<file path="config.mk">
export PLATFORM = sky130hd
export DESIGN_NAME = demux_serial_ctrl
export DESIGN_NICKNAME = d
export VERILOG_FILES = /design/src/rtl/demux_serial_ctrl.sv
export SDC_FILE = /design/constraint.sdc
export NUM_CORES = 1
export LEC_CHECK = 0
export ABC_AREA = 1
export CORE_MARGIN = 4
export CORE_UTILIZATION = 54
export CTS_CLUSTER_DIAMETER = 30
export DETAILED_ROUTE_END_ITERATION = 10
export GPL_ROUTABILITY_DRIVEN = 0
export PLACE_DENSITY = 0.82
export SETUP_SLACK_MARGIN = 0.05
export SYNTH_ARGS = -nofsm -noshare
export SYNTH_HDL_FRONTEND = slang
export SYNTH_SLANG_ARGS = --single-unit
</file>
<file path="constraint.sdc">
create_clock -name clk -period 2.15 [get_ports clk]
set_clock_uncertainty 0.05 [all_clocks]
set_input_delay 0.43 -clock clk [delete_from_list [all_inputs] [get_ports clk]]
set_output_delay 0.43 -clock clk [all_outputs]
set_load 0.02 [all_outputs]
</file>
<file path="src/rtl/demux_serial_ctrl.sv">
// ----------------------------------------------------------------------------
// demux_serial_ctrl: feeds a serial bit stream into a 1-to-4 demux, reads the
// q outputs back into a word and flags inconsistent q patterns.   Rev 1.0
// ----------------------------------------------------------------------------
`default_nettype none

module demux_serial_ctrl #(
  parameter bit          MSB_FIRST = 1'b0,
  parameter int unsigned TIMEOUT   = 15
) (
  input  logic       clk,
  input  logic       rst_n,
  input  logic       in_valid,
  input  logic       in_data,
  output logic       in_ready,
  output logic       a0,
  output logic       a1,
  output logic       d,
  input  logic       q0,
  input  logic       q1,
  input  logic       q2,
  input  logic       q3,
  output logic       out_valid,
  output logic [3:0] out_word,
  input  logic       out_ready,
  output logic       abort,
  output logic       err
);

  typedef enum logic [1:0] {
    COLLECT = 2'd0,
    DRAIN   = 2'd1,
    HOLD    = 2'd2
  } state_e;

  localparam logic [1:0] c_first_slot = MSB_FIRST ? 2'd3 : 2'd0;
  localparam logic [1:0] c_last_slot  = MSB_FIRST ? 2'd0 : 2'd3;
  localparam logic [3:0] c_timeout    = TIMEOUT[3:0];

  state_e     state_q, state_d;
  logic       in_ready_q, in_ready_d;
  logic [1:0] addr_q, addr_d;
  logic       d_q, d_d;
  logic       out_valid_q, out_valid_d;
  logic [3:0] out_word_q, out_word_d;
  logic       abort_q, abort_d;
  logic       err_q, err_d;
  logic [1:0] slot_q, slot_d;
  logic       cap_pending_q, cap_pending_d;
  logic [1:0] cap_slot_q, cap_slot_d;
  logic [3:0] idle_cnt_q, idle_cnt_d;

  logic [3:0] w_q_bus;
  logic [3:0] w_q_expect;
  logic [3:0] w_idle_inc;
  logic [1:0] w_slot_next;
  logic       w_xfer;

  assign w_q_bus     = {q3, q2, q1, q0};
  assign w_xfer      = in_valid & in_ready_q;
  // The demux drives only the addressed output, and only while d is high.
  assign w_q_expect  = (4'b0001 << cap_slot_q) & {4{d_q}};
  assign w_idle_inc  = idle_cnt_q + 4'd1;
  assign w_slot_next = MSB_FIRST ? (slot_q - 2'd1) : (slot_q + 2'd1);

  always_comb begin
    state_d       = state_q;
    in_ready_d    = in_ready_q;
    addr_d        = addr_q;
    d_d           = 1'b0;
    out_valid_d   = out_valid_q;
    out_word_d    = out_word_q;
    abort_d       = 1'b0;
    err_d         = err_q;
    slot_d        = slot_q;
    cap_pending_d = cap_pending_q;
    cap_slot_d    = cap_slot_q;
    idle_cnt_d    = idle_cnt_q;

    if (cap_pending_q) begin
      out_word_d[cap_slot_q] = w_q_bus[cap_slot_q];
      if (w_q_bus != w_q_expect) begin
        err_d = 1'b1;
      end
      cap_pending_d = 1'b0;
    end

    unique case (state_q)
      COLLECT: begin
        in_ready_d = 1'b1;
        if (w_xfer) begin
          addr_d        = slot_q;
          d_d           = in_data;
          cap_pending_d = 1'b1;
          cap_slot_d    = slot_q;
          slot_d        = w_slot_next;
          idle_cnt_d    = 4'd0;
          if (slot_q == c_last_slot) begin
            in_ready_d = 1'b0;
            state_d    = DRAIN;
          end
        end else if ((TIMEOUT != 0) && (slot_q != c_first_slot)) begin
          // A timeout discards the partial word even if a capture lands now.
          if (w_idle_inc == c_timeout) begin
            out_word_d = 4'd0;
            slot_d     = c_first_slot;
            idle_cnt_d = 4'd0;
            abort_d    = 1'b1;
          end else begin
            idle_cnt_d = w_idle_inc;
          end
        end
      end
      DRAIN: begin
        if (cap_pending_q) begin
          out_valid_d = 1'b1;
          state_d     = HOLD;
        end
      end
      HOLD: begin
        if (out_ready) begin
          out_valid_d = 1'b0;
          out_word_d  = 4'd0;
          slot_d      = c_first_slot;
          in_ready_d  = 1'b1;
          state_d     = COLLECT;
        end
      end
      default: begin
        state_d = COLLECT;
      end
    endcase
  end

  always_ff @(posedge clk or negedge rst_n) begin
    if (!rst_n) begin
      state_q       <= COLLECT;
      in_ready_q    <= 1'b0;
      addr_q        <= c_first_slot;
      d_q           <= 1'b0;
      out_valid_q   <= 1'b0;
      out_word_q    <= 4'd0;
      abort_q       <= 1'b0;
      err_q         <= 1'b0;
      slot_q        <= c_first_slot;
      cap_pending_q <= 1'b0;
      cap_slot_q    <= c_first_slot;
      idle_cnt_q    <= 4'd0;
    end else begin
      state_q       <= state_d;
      in_ready_q    <= in_ready_d;
      addr_q        <= addr_d;
      d_q           <= d_d;
      out_valid_q   <= out_valid_d;
      out_word_q    <= out_word_d;
      abort_q       <= abort_d;
      err_q         <= err_d;
      slot_q        <= slot_d;
      cap_pending_q <= cap_pending_d;
      cap_slot_q    <= cap_slot_d;
      idle_cnt_q    <= idle_cnt_d;
    end
  end

  assign in_ready  = in_ready_q;
  assign a0        = addr_q[0];
  assign a1        = addr_q[1];
  assign d         = d_q;
  assign out_valid = out_valid_q;
  assign out_word  = out_word_q;
  assign abort     = abort_q;
  assign err       = err_q;

endmodule

`default_nettype wire
</file>
==> impl_metrics.csv <==
group,metric,value,unit
global_routing,grt_pass1_wl,3760,um
synthesis,synth_seq_cells,20,
global_routing,grt_util_all_layers,18.3,%
clocking,holdBufCountCts,0,
global_routing,grt_max_degree,21,
route,avgViaCountPerCell,5.03,
clocking,cts_tree,"built",
critical_path,required,1.67,ns
route,vias,966,
clocking,cts.sinks,20,
route,drcViolationCount,0,
pwr,p_int,0.000885,W
pwr,p_switching,0.000674,W
status,outcome,"complete, no violations",
floorplanning,pin_count,20,
critical_path,path_buf_inv,1,
pwr,pwr_density_cell,1150,nW/um^2
floorplanning,dieArea,2800,um^2
critical_path,cp_top_family,"buffers and inverters",
critical_path,endpoint_kind,"output port",
sta,rsz0062_at_grt,"no",
synthesis,synth_edf_count,0,
critical_path,path_depth,1,
critical_path,crit_path_max_fanout,8,
pwr,clkPwrFrac,13.6,%
placed_design,dp_hpwl,1640,um
global_routing,antenna_found_initial,0,
synthesis,ys_warn_count,0,
pwr,p_seq_share,40.3,%
final_layout,seq_area,500,um^2
pwr,pwr-share-comb,46.1,%
sta,min_period,1.92,ns
route,wirelength,2120,um
final_layout,num-fill-cells,148,
synthesis,yosysUniqueCellTypes,22,
synthesis,async_reset_ff_share,100,%
sta,finalSetupViolations,0,
route,dr.pass1.iters,4,
floorplanning,core_area,1820,um^2
critical_path,max_stage_delay,0.66,ns
pwr,leakage,0.678,nW
final_layout,syn_to_final_growth,23.9,%
clocking,clkLatencyLatePin,0.30,ns
sta,fin_setup_tns,0,ns
clocking,htreeDepth,1,
critical_path,path_cells,"clkdlybuf4s50_1",
critical_path,startpoint_type,"flip-flop",
sta,finalCritPeriodShare,89.1,%
critical_path,r2r_cells,9,
clocking,clockBufferDepth,2,
global_routing,overflow,0,
pwr,ir_drop,0.816,mV
sta,finalHoldViolations,0,
clocking,post-cts-setup-buffer-count,0,
placed_design,io_buffers,19,
floorplanning,rows,15,
synthesis,netlist_area,1090,um^2
worst_hold_path,hp-class,"in2async",
clocking,cts_resized,0,
critical_path,arrival,1.44,ns
synthesis,yosysSeqAreaShare,45.9,%
critical_path,critPathKind,"reg2out",
pwr,switching_share,43.3,%
sta,holdWs,0.403,ns
final_layout,drive_above_1_share,8.38,%
final_layout,multi_input_area,473,um^2
synthesis,synth_ff_type,"dfrtp_1",
clocking,clk_pin_slew,0.11,ns
clocking,cts_buffers,3,
synthesis,syn_nets,157,
sta,finalMaxSlewViolations,0,
floorplanning,die_width,53.0,um
route,ant_nets,0,
synthesis,synth_cells,144,
sta,slew_headroom,80.5,%
final_layout,n_antenna_cell,0,
clocking,root_buffer,"clkbuf_4",
final_layout,final_nets,181,
flow_run,drv_cap,0,
sta,tightest_slew,0.293,ns
route,wl_per_cell,11.0,um
synthesis,syn_avg_cell_area,7.58,um^2
route,drtIter0Drc,24,
global_routing,first_global_vias,944,
floorplanning,die_h,53.0,um
floorplanning,start_util,59.9,%
critical_path,slowest_stage,"clkdlybuf4s50_1",
sta,fmax,0.522,GHz
[per-stage QoR]
| stage | power, W | setup slack (ns) | util, % | area [um^2] | instances |
|---|---|---|---|---|---|
| 2_1_floorplan | 0.00110 | 0.835 | - | 1090 | 144 |
| 3_3_place_gp | 0.00133 | 0.521 | 72.2 | 1320 | 188 |
| 3_5_place_dp | 0.00135 | 0.486 | 72.2 | 1320 | 188 |
| 4_1_cts | 0.00157 | 0.224 | 74.2 | 1350 | 192 |
| 5_1_grt | 0.00171 | 0.153 | 74.2 | 1350 | 192 |
| 6_report | 0.00156 | 0.235 | 74.2 | 1350 | 192 |
[flip-flops by register name, summed over array words and instances (netlist names), 2 cells and up]
name / cells
cap_slot_q: 2
idle_cnt_q: 4
out_word: 4
slot_q: 2
state_q: 2
[synth_stat cells (all sizes together), types with 3 or more instances]
master / number / area [um^2]
o21ai: 12 / 71.3
ha: 4 / 50.1
nand4: 3 / 18.8
nor2: 15 / 61.3
nand2: 40 / 155
o22ai: 3 / 18.8
a21oi: 6 / 33.8
dfrtp: 20 / 500
nand3: 6 / 35.0
inv: 30 / 113
[metal layers]
layer | part of all wire (%) | up-vias | routed length, um | track usage [%]
li1 | - | 493 | - | -
met1 | 44 | 427 | 924 | 22.4
met2 | 46 | 38 | 984 | 31.0
met3 | 7.3 | 8 | 155 | 3.10
met4 | 2.5 | 0 | 53 | 8.51
met5 | 0 | - | 0 | 0
[placed cells by master, fill, tap and decap left out]
master,netlist,final
a21oi_1,5,5
a21oi_2,1,1
buf_4,0,1
clkbuf_4,0,3
clkbuf_8,0,1
clkdlybuf4s50_1,0,19
dfrtp_1,20,20
ha_1,4,4
inv_1,29,29
inv_2,1,1
nand2_1,38,38
nand2_2,2,2
nand3_1,5,5
nand3_2,1,1
nand4_1,3,3
nor2_1,13,13
nor2_2,2,2
nor3_1,1,1
o21ai_0,7,7
o21ai_1,4,4
o21ai_4,1,1
o22ai_1,3,3
or2_2,1,1
xnor2_1,1,1
xor2_1,1,1
[logic make-up after synthesis]
| family | Yosys count | share of synthesized area [%] |
|---|---|---|
| AND/OR/NAND/NOR | 66 | 25.8 |
| AO/OA/AOI/OAI | 21 | 11.4 |
| buffers and inverters | 31 | 10.8 |
| XOR/XNOR | 2 | 1.61 |
| adder cells (fa/ha/maj) | 4 | 4.59 |
| flip-flops | 20 | 45.9 |
[final timing paths]
check | start | endpoint | slack [ns]
min in group clk | err$_DFFE_PN0P_ | err$_DFFE_PN0P_ | 0.43
hold reg to reg | err$_DFFE_PN0P_ | err$_DFFE_PN0P_ | 0.43
max in group asynchronous | rst_n | state_q[0]$_DFFE_PN0P_ | 1.45
setup reg to reg | idle_cnt_q[0]$_DFFE_PN0P_ | slot_q[0]$_DFFE_PN0P_ | 0.68
setup / recovery | cap_slot_q[0]$_DFFE_PN0P_ | a0 | 0.23
hold / removal | rst_n | idle_cnt_q[3]$_DFFE_PN0P_ | 0.40
[final cells by class]
cell class,count,share of cell area [%]
Inverter,30,8.33
Clock buffer,4,2.69
Timing Repair Buffer,20,14.6
Sequential cell,20,37.0
Tap cell,25,2.31
Multi-Input combinational cell,93,35.0
[power by group through the flow]
stage          Clock, W  Sequential [W]  Combinational (W)
4_1_cts        0.000216        0.000626           0.000726
2_1_floorplan         0        0.000668           0.000431
3_3_place_gp          0        0.000628           0.000699
6_report       0.000212        0.000628           0.000719
5_1_grt        0.000238        0.000651           0.000819
3_5_place_dp          0        0.000632           0.000720
No activity file was read; power rests on OpenSTA's default activity.
